`src/rtl/xmpl_dsp_dispatch.sv`:
```
// Command dispatcher that issues one operand pair at a time to a selected DSP
// channel, waits for that channel's result (or a timeout), and returns it.
module xmpl_dsp_dispatch #(
  parameter int NUM_CH = 3,
  parameter int A_W    = 16,
  parameter int B_W    = 16,
  parameter int C_W    = 32,
  parameter int TO_W   = 8,
  localparam int CH_W  = (NUM_CH > 1) ? $clog2(NUM_CH) : 1
) (
  input  logic                  clk_i,
  input  logic                  reset_i,
  input  logic                  cmd_valid_i,
  output logic                  cmd_ready_o,
  input  logic [CH_W-1:0]       cmd_ch_i,
  input  logic [A_W-1:0]        cmd_a_i,
  input  logic [B_W-1:0]        cmd_b_i,
  output logic [NUM_CH-1:0]     ch_valid_o,
  input  logic [NUM_CH-1:0]     ch_ready_i,
  output logic [NUM_CH*A_W-1:0] ch_a_o,
  output logic [NUM_CH*B_W-1:0] ch_b_o,
  input  logic [NUM_CH-1:0]     ch_done_i,
  input  logic [NUM_CH*C_W-1:0] ch_c_i,
  output logic                  rsp_valid_o,
  input  logic                  rsp_ready_i,
  output logic [C_W-1:0]        rsp_data_o,
  output logic [CH_W-1:0]       rsp_ch_o,
  output logic [1:0]            rsp_err_o,
  input  logic [TO_W-1:0]       timeout_i,
  output logic [1:0]            state_o,
  output logic [15:0]           done_cnt_o
);

  typedef enum logic [1:0] {
    IDLE  = 2'b00,
    ISSUE = 2'b01,
    WAIT  = 2'b10,
    RESP  = 2'b11
  } state_t;

  localparam logic [1:0] ERR_OK      = 2'b00;
  localparam logic [1:0] ERR_TIMEOUT = 2'b01;
  localparam logic [1:0] ERR_BAD_CH  = 2'b10;

  state_t                state_q, state_d;
  logic [CH_W-1:0]       ch_q, ch_d;
  logic [TO_W-1:0]       to_cnt_q, to_cnt_d;
  logic                  cmd_ready_q, cmd_ready_d;
  logic [NUM_CH-1:0]     ch_valid_q, ch_valid_d;
  logic [NUM_CH*A_W-1:0] ch_a_q, ch_a_d;
  logic [NUM_CH*B_W-1:0] ch_b_q, ch_b_d;
  logic                  rsp_valid_q, rsp_valid_d;
  logic [C_W-1:0]        rsp_data_q, rsp_data_d;
  logic [CH_W-1:0]       rsp_ch_q, rsp_ch_d;
  logic [1:0]            rsp_err_q, rsp_err_d;
  logic [15:0]           done_cnt_q, done_cnt_d;

  logic                  sel_ready;
  logic                  sel_done;
  logic [C_W-1:0]        sel_c;
  logic [TO_W-1:0]       to_cnt_inc;

  // Only the latched channel's handshake and result are ever observed.
  always_comb begin
    sel_ready = 1'b0;
    sel_done  = 1'b0;
    sel_c     = '0;
    for (int unsigned k = 0; k < NUM_CH; k++) begin
      if (ch_q == CH_W'(k)) begin
        sel_ready = ch_ready_i[k];
        sel_done  = ch_done_i[k];
        sel_c     = ch_c_i[k*C_W +: C_W];
      end
    end
  end

  assign to_cnt_inc = to_cnt_q + 1'b1;

  always_comb begin
    state_d     = state_q;
    ch_d        = ch_q;
    to_cnt_d    = to_cnt_q;
    cmd_ready_d = cmd_ready_q;
    ch_valid_d  = ch_valid_q;
    ch_a_d      = ch_a_q;
    ch_b_d      = ch_b_q;
    rsp_valid_d = rsp_valid_q;
    rsp_data_d  = rsp_data_q;
    rsp_ch_d    = rsp_ch_q;
    rsp_err_d   = rsp_err_q;
    done_cnt_d  = done_cnt_q;

    unique case (state_q)
      IDLE: begin
        if (cmd_valid_i && cmd_ready_q) begin
          ch_d        = cmd_ch_i;
          cmd_ready_d = 1'b0;
          if (int'(cmd_ch_i) < NUM_CH) begin
            state_d = ISSUE;
            for (int unsigned k = 0; k < NUM_CH; k++) begin
              if (cmd_ch_i == CH_W'(k)) begin
                ch_valid_d[k]          = 1'b1;
                ch_a_d[k*A_W +: A_W]   = cmd_a_i;
                ch_b_d[k*B_W +: B_W]   = cmd_b_i;
              end
            end
          end else begin
            state_d     = RESP;
            rsp_valid_d = 1'b1;
            rsp_data_d  = '0;
            rsp_ch_d    = cmd_ch_i;
            rsp_err_d   = ERR_BAD_CH;
          end
        end
      end
      ISSUE: begin
        if (sel_ready) begin
          state_d    = WAIT;
          ch_valid_d = '0;
          ch_a_d     = '0;
          ch_b_d     = '0;
          to_cnt_d   = '0;
        end
      end
      WAIT: begin
        to_cnt_d = to_cnt_inc;
        // Done is checked first so a coincident timeout loses.
        if (sel_done) begin
          state_d     = RESP;
          rsp_valid_d = 1'b1;
          rsp_data_d  = sel_c;
          rsp_ch_d    = ch_q;
          rsp_err_d   = ERR_OK;
        end else if ((timeout_i != '0) && (to_cnt_inc == timeout_i)) begin
          state_d     = RESP;
          rsp_valid_d = 1'b1;
          rsp_data_d  = '0;
          rsp_ch_d    = ch_q;
          rsp_err_d   = ERR_TIMEOUT;
        end
      end
      RESP: begin
        if (rsp_ready_i) begin
          state_d     = IDLE;
          rsp_valid_d = 1'b0;
          cmd_ready_d = 1'b1;
          if (rsp_err_q == ERR_OK) begin
            done_cnt_d = done_cnt_q + 16'd1;
          end
        end
      end
      default: state_d = IDLE;
    endcase
  end

  always_ff @(posedge clk_i) begin
    if (reset_i) begin
      state_q     <= IDLE;
      ch_q        <= '0;
      to_cnt_q    <= '0;
      cmd_ready_q <= 1'b1;
      ch_valid_q  <= '0;
      ch_a_q      <= '0;
      ch_b_q      <= '0;
      rsp_valid_q <= 1'b0;
      rsp_data_q  <= '0;
      rsp_ch_q    <= '0;
      rsp_err_q   <= ERR_OK;
      done_cnt_q  <= '0;
    end else begin
      state_q     <= state_d;
      ch_q        <= ch_d;
      to_cnt_q    <= to_cnt_d;
      cmd_ready_q <= cmd_ready_d;
      ch_valid_q  <= ch_valid_d;
      ch_a_q      <= ch_a_d;
      ch_b_q      <= ch_b_d;
      rsp_valid_q <= rsp_valid_d;
      rsp_data_q  <= rsp_data_d;
      rsp_ch_q    <= rsp_ch_d;
      rsp_err_q   <= rsp_err_d;
      done_cnt_q  <= done_cnt_d;
    end
  end

  assign cmd_ready_o = cmd_ready_q;
  assign ch_valid_o  = ch_valid_q;
  assign ch_a_o      = ch_a_q;
  assign ch_b_o      = ch_b_q;
  assign rsp_valid_o = rsp_valid_q;
  assign rsp_data_o  = rsp_data_q;
  assign rsp_ch_o    = rsp_ch_q;
  assign rsp_err_o   = rsp_err_q;
  assign state_o     = state_q;
  assign done_cnt_o  = done_cnt_q;

endmodule

```
`config.mk`:
```
export PLATFORM = sky130hd
export DESIGN_NAME = xmpl_dsp_dispatch
export DESIGN_NICKNAME = d
export VERILOG_FILES = /design/src/rtl/xmpl_dsp_dispatch.sv
export SDC_FILE = /design/constraint.sdc
export NUM_CORES = 1
export LEC_CHECK = 0
export CAP_MARGIN = 0
export CORE_MARGIN = 2
export CORE_UTILIZATION = 47
export CTS_BUF_LIST = sky130_fd_sc_hd__clkbuf_16
export CTS_CLUSTER_DIAMETER = 100
export DETAILED_ROUTE_END_ITERATION = 6
export PLACE_DENSITY = 0.94
export SLEW_MARGIN = 25
export SYNTH_ARGS = -nofsm -noshare
export SYNTH_HDL_FRONTEND = slang
export SYNTH_SLANG_ARGS = --single-unit
```
`constraint.sdc`:
```
create_clock -name clk_i -period 3.3 [get_ports clk_i]
set_input_delay 0.66 -clock clk_i [delete_from_list [all_inputs] [get_ports clk_i]]
set_output_delay 0.66 -clock clk_i [all_outputs]
set_load 0.01 [all_outputs]
```
; Word-level counts from Yosys, hierarchy flattened
; Cells that the tools add are included.
[word_totals]
register_bits = 165
input_bits = 148
output_inout_bits = 155
[op_classes]
n_addsub = 2
order_cmp = 1
eq_ne = 17
mux = 62
reduce_logical = 22
[op_table]
columns = cell, n
row1 = $mux 48, 5
row2 = $mux 32, 7
row3 = $pmux 48 s2, 2
row4 = $mux 16, 6
row5 = $pmux 32 s2, 1
row6 = $mux 2, 14
row7 = $reduce_and 5->1, 4
row8 = $add 16x1->16 const B, 1
row9 = $mux 1, 16
row10 = $ne 2x2->1 const B, 8
row11 = $pmux 8 s2, 1
row12 = $mux 3, 3
row13 = $add 8x1->8 const B, 1
row14 = $eq 2x2->1 const B, 4
row15 = $eq 8x8->1, 1
row16 = $logic_not 2->1, 4
row17 = $mux 8, 1
row18 = $pmux 2 s2, 2
row19 = $pmux 2 s4, 1
row20 = $reduce_and 4->1, 2
row21 = $reduce_bool 2->1, 4
row22 = $reduce_bool 8->1, 1
row23 = $eq 2x1->1 const B, 3
row24 = $pmux 3 s2, 1
row25 = 8 further kinds, 11

; Longest topological paths before layout
[logic_depth]
depth_word = 6
mapped_depth = 11
ltp_nobuf = 8

; Worst setup path before layout
; No wires, ideal clock.
[synth_path]
kind = input port to flip-flop
from = input port timeout_i[7]
to = register rsp_data_q[10], in the netlist rsp_data_o[10]
setup_ns = 0.117
t_arrival_ns = 2.080
t_required_ns = 3.183
setup_slack_ns = 1.102
cell_stages = 7
path_buffers = 1
cell_sequence = xnor2_1 -> nor4_1 -> and4b_4 -> nor4_4 -> o21ai_4 -> buf_6 -> a32o_1
[synth_between]
elab_chain_cells = 4
[synth_rtl]
columns = item, line
row1 = start: declaration, 29  ; input logic [TO_W-1:0] timeout_i,
row2 = $eq 8x8->1 / $reduce_bool 8->1 (equally long branches), 134  ; end else if ((timeout_i != '0) && (to_cnt_inc == timeout_i)) begin
row3 = $logic_and 1x1->1 *, 134
row4 = $ne 3x3->1 (no line) *, --
row5 = $reduce_and 4->1 (no line) *, --
row6 = end signal: assignment, 179  ; rsp_data_q <= rsp_data_d;
row7 = end: declaration, 53  ; logic [C_W-1:0] rsp_data_q, rsp_data_d;
; Every way passes the cells marked *; elsewhere a longest branch is shown, timed or not.
; A chain may end at the register's enable or synchronous reset.

; Worst setup path in the final report
[layout_path]
from = register to_cnt_q[1]
to = register rsp_data_q[13], in the netlist rsp_data_o[13]
[layout_between]
elab_chain_cells = 5
[layout_rtl]
columns = item, line
row1 = start: declaration, 47  ; logic [TO_W-1:0] to_cnt_q, to_cnt_d;
row2 = start signal: assignment, 173  ; to_cnt_q <= to_cnt_d;
row3 = $add 8x1->8, 77  ; assign to_cnt_inc = to_cnt_q + 1'b1;
row4 = $eq 8x8->1, 134
row5 = $logic_and 1x1->1, 134
row6 = $ne 3x3->1 (no line), --
row7 = $reduce_and 4->1 (no line), --
; No other way between the ends.

==> out/metrics.yaml <==
status:
  run_status: "finished clean"
setup_path:
  worstPathRequired_ps: 3650
  r2r-end: "rsp_data_o[13]$_SDFFE_PP0P_"
  worst_r2r_startpoint: "to_cnt_q[1]$_SDFFE_PP0P_"
  crit_path_end_kind: "flop"
  depth_of_the_most_critical_reg_to_reg_path: 7
  worst-r2r-setup-slack_ps: 380
  endpoint_arrival_time_on_the_critical_path_ps: 3270
  timing_worst_setup_path_type: "reg2reg"
  critical_path_peak_fanout: 32
  kind_of_start_point_of_the_critical_path: "flop"
floorplan:
  die_area_um2: 16860
  die_width_um: 129.8
  core.rowCount: 46
  top_level_ports: 303
  die_y_um: 129.8
  core_area_um2: 15660
  floorplan.initialDensity: 0.4755
pwr:
  leakagePower_nw: 4.573
  power.density_nw_per_um2: 653.7
  vdd.ir_drop.worst_mv: 0.4252
route:
  drt_pass1_iterations: 4
  drtAntennaViolNets: 0
  vias: 6860
  first_iter_violations: 239
  topRoutingLayerUsed: "met4"
  met2_length_mm: 10.78
  totalWireLength_mm: 21.94
  post-route-drc-count: 0
  met3WireLength_mm: 2.272
  m1WireLength_mm: 8.074
  vias_per_cell: 5.310
  route.detailed.wl_per_inst_um: 16.98
synthesis:
  postSynthNetCount: 941
  number_of_flops_mapped_to_enable_cells_by_yosys: 0
  proportion_of_synthesized_chip_area_in_sequential_cells: 0.4438
  async_reset_ff_frac: 0
  post_synth_top_flop: "sky130_fd_sc_hd__dfxtp_1"
  syn-mean-instance-area_um2: 9.470
  post_synth_inst_count: 786
  yosys_register_bits: 165
  ys.warnings.count: 0
  syn_area_um2: 7443
  post_synth_num_cell_types: 55
clock_tree:
  num_clock_sinks: 165
  max-clock-path-buffers: 2
  worstSkewPairLatency_ps: 420
  cts_tree: "done"
  cts_resized: 0
  cts-buffers-inserted: 17
  root_buffer: "sky130_fd_sc_hd__clkbuf_16"
  htreeDepth: 4
  ctsHoldBuffers: 0
  clk_pin_slew_worst_paths_ps: 70
  post_cts_repair_setup_buffers: 0
sta:
  timing_worst_slew_pin_value_ps: 809.1
  timing.final.setup_violations: 0
  tns_ps: 0
  slew_viol_final: 0
  report.final.hold_viol_count: 0
  final_min_period_over_clock_period: 0.8846
  slew_headroom: 0.4586
  timing.fmax_mhz: 342.6
  rsz_0062_raised_after_global_routing: "no"
  timing.clock.skew_ps: 10.77
  period_minus_slack_ps: 2919
final_layout:
  antenna-diode-count: 0
  drive_gt1_frac: 0.05576
  final_area_um2: 11110
  layout_commonest_cell: "sky130_fd_sc_hd__clkdlybuf4s50_1"
  nNetsFinal: 1219
  final_cells: 1292
  fillers: 1151
  layout_common_cells: "sky130_fd_sc_hd__clkdlybuf4s50_1 (301), sky130_fd_sc_hd__dfxtp_1 (164), sky130_fd_sc_hd__mux2i_1 (133)"
  area_growth_pct: 49.20
placed_design:
  gp_congestion: 0.8860
  post_dp_cell_area_um2: 10550
  port_buffers: 302
  place.detailed.instances: 1261
  place.detailed.hpwl_mm: 16.03
global_routing:
  via_count_of_the_first_global_routing_pass: 6758
  largest_net_degree_at_the_start_of_global_routing: 49
  grt_first_pass_wirelength_mm: 32.90
  gr-usage-all-layers: 0.2475
  grt_antenna_before_repair: 0
  grt_overflow_total: 0
job:
  drv.max_cap_violation_count: 0
min_path:
  min-delay-start: "ch_a_o[37]$_SDFFE_PP0P_"
  worst_hold_path_type: "reg2reg"
  hold-path-cell-count: 2
  holdPathEnd: "ch_a_o[37]$_SDFFE_PP0P_"
routing by layer:
metal  vias to the layer above  global-route usage
met4                         0              0.1303
met3                        56             0.09799
met1                      3208              0.2438
li1                       3316                   -
met2                       280              0.4472
met5                         -                   0
cells by family after synthesis:
logic type,Yosys count,synth area share
xor+xnor,20,0.02353
simple gates,268,0.1731
flops,165,0.4438
fa+ha+maj,7,0.01177
buf+inv,65,0.04925
mux,135,0.1819
compound gates,126,0.1167
critical path, stage by stage, from the launching register on:
cell and delay [ps]:
sky130_fd_sc_hd__dfxtp_1 440, sky130_fd_sc_hd__ha_1 420, sky130_fd_sc_hd__nand3_2 200, sky130_fd_sc_hd__or3_1 380, sky130_fd_sc_hd__a31oi_1 330, sky130_fd_sc_hd__nor4_4 120, sky130_fd_sc_hd__o21ai_4 680, sky130_fd_sc_hd__a32o_1 280
how the worst max path moves through the flow:
stage                                  start                     endpoint  slack, ps  depth (start not counted)
floorplan                       timeout_i[7]  rsp_data_o[10]$_SDFFE_PP0P_       1100                          7
global placement                timeout_i[2]  rsp_data_o[15]$_SDFFE_PP0P_        250                          7
detailed placement              timeout_i[2]  rsp_data_o[10]$_SDFFE_PP0P_        180                          7
CTS                 to_cnt_q[1]$_SDFFE_PP0P_  rsp_data_o[13]$_SDFFE_PP0P_        410                          7
global route        to_cnt_q[1]$_SDFFE_PP0P_   rsp_data_o[8]$_SDFFE_PP0P_        210                          7
finish              to_cnt_q[1]$_SDFFE_PP0P_  rsp_data_o[13]$_SDFFE_PP0P_        380                          7
cells in the mapped netlist (4+ instances only):
library cell,count,area (um2)
sky130_fd_sc_hd__inv_1,8,30.03
sky130_fd_sc_hd__o21ai_0,48,240.2
sky130_fd_sc_hd__nor2_1,130,488.0
sky130_fd_sc_hd__ha_1,7,87.58
sky130_fd_sc_hd__nor2b_1,36,225.2
sky130_fd_sc_hd__xor2_1,11,96.34
sky130_fd_sc_hd__xnor2_1,9,78.83
sky130_fd_sc_hd__buf_8,4,60.06
sky130_fd_sc_hd__mux2i_1,133,1331
sky130_fd_sc_hd__nand2_1,47,176.4
sky130_fd_sc_hd__buf_6,6,67.56
sky130_fd_sc_hd__o211ai_1,4,30.03
sky130_fd_sc_hd__clkbuf_1,34,127.6
sky130_fd_sc_hd__or3_1,5,31.28
sky130_fd_sc_hd__nand3_1,12,60.06
sky130_fd_sc_hd__a32o_1,32,320.3
sky130_fd_sc_hd__a21oi_1,24,120.1
sky130_fd_sc_hd__buf_4,8,60.06
sky130_fd_sc_hd__dfxtp_1,165,3303
sky130_fd_sc_hd__o221a_2,4,45.04
sky130_fd_sc_hd__nor3_1,5,25.02
sky130_fd_sc_hd__nand4_1,5,31.28
report_power, final:
part	internal (mW)	leakage [nW]	total [mW]	switching, mW
sequential	2.33	1.34	2.54	0.210
clock	1.04	0.273	1.86	0.822
combinational	1.42	2.96	2.85	1.44
total	4.79	4.57	7.26	2.47
metrics by stage:
step           power (mW)  hold slack (ps)  utilization  setup WS, ps
3_5_place_dp        5.419            482.9       0.6742         182.0
3_3_place_gp        5.337            466.1       0.6742         254.7
2_1_floorplan       4.236            482.6            -          1102
4_1_cts             7.299            499.2       0.7094         409.5
6_report            7.260            491.7       0.7094         380.7
5_1_grt             7.618            516.0       0.7094         205.7
state kept, by name (all words and copies together) (netlist names), 3 cells and up:
signal	count
ch_a_o	48
ch_b_o	48
rsp_data_o	32
done_cnt_o	16
to_cnt_q	8
ch_valid_o	3
area by class of cell:
class / instances / area (um2) / share of cell area
Clock inverter: 14 / 126.4 / 0.01138
Clock buffer: 17 / 425.4 / 0.03831
Sequential cell: 165 / 3304 / 0.2975
Tap cell: 216 / 270.3 / 0.02434
Inverter: 9 / 33.78 / 0.003042
Multi-Input combinational cell: 556 / 3790 / 0.3413
Timing Repair Buffer: 315 / 3156 / 0.2841
(Power assumes the default switching activity.)
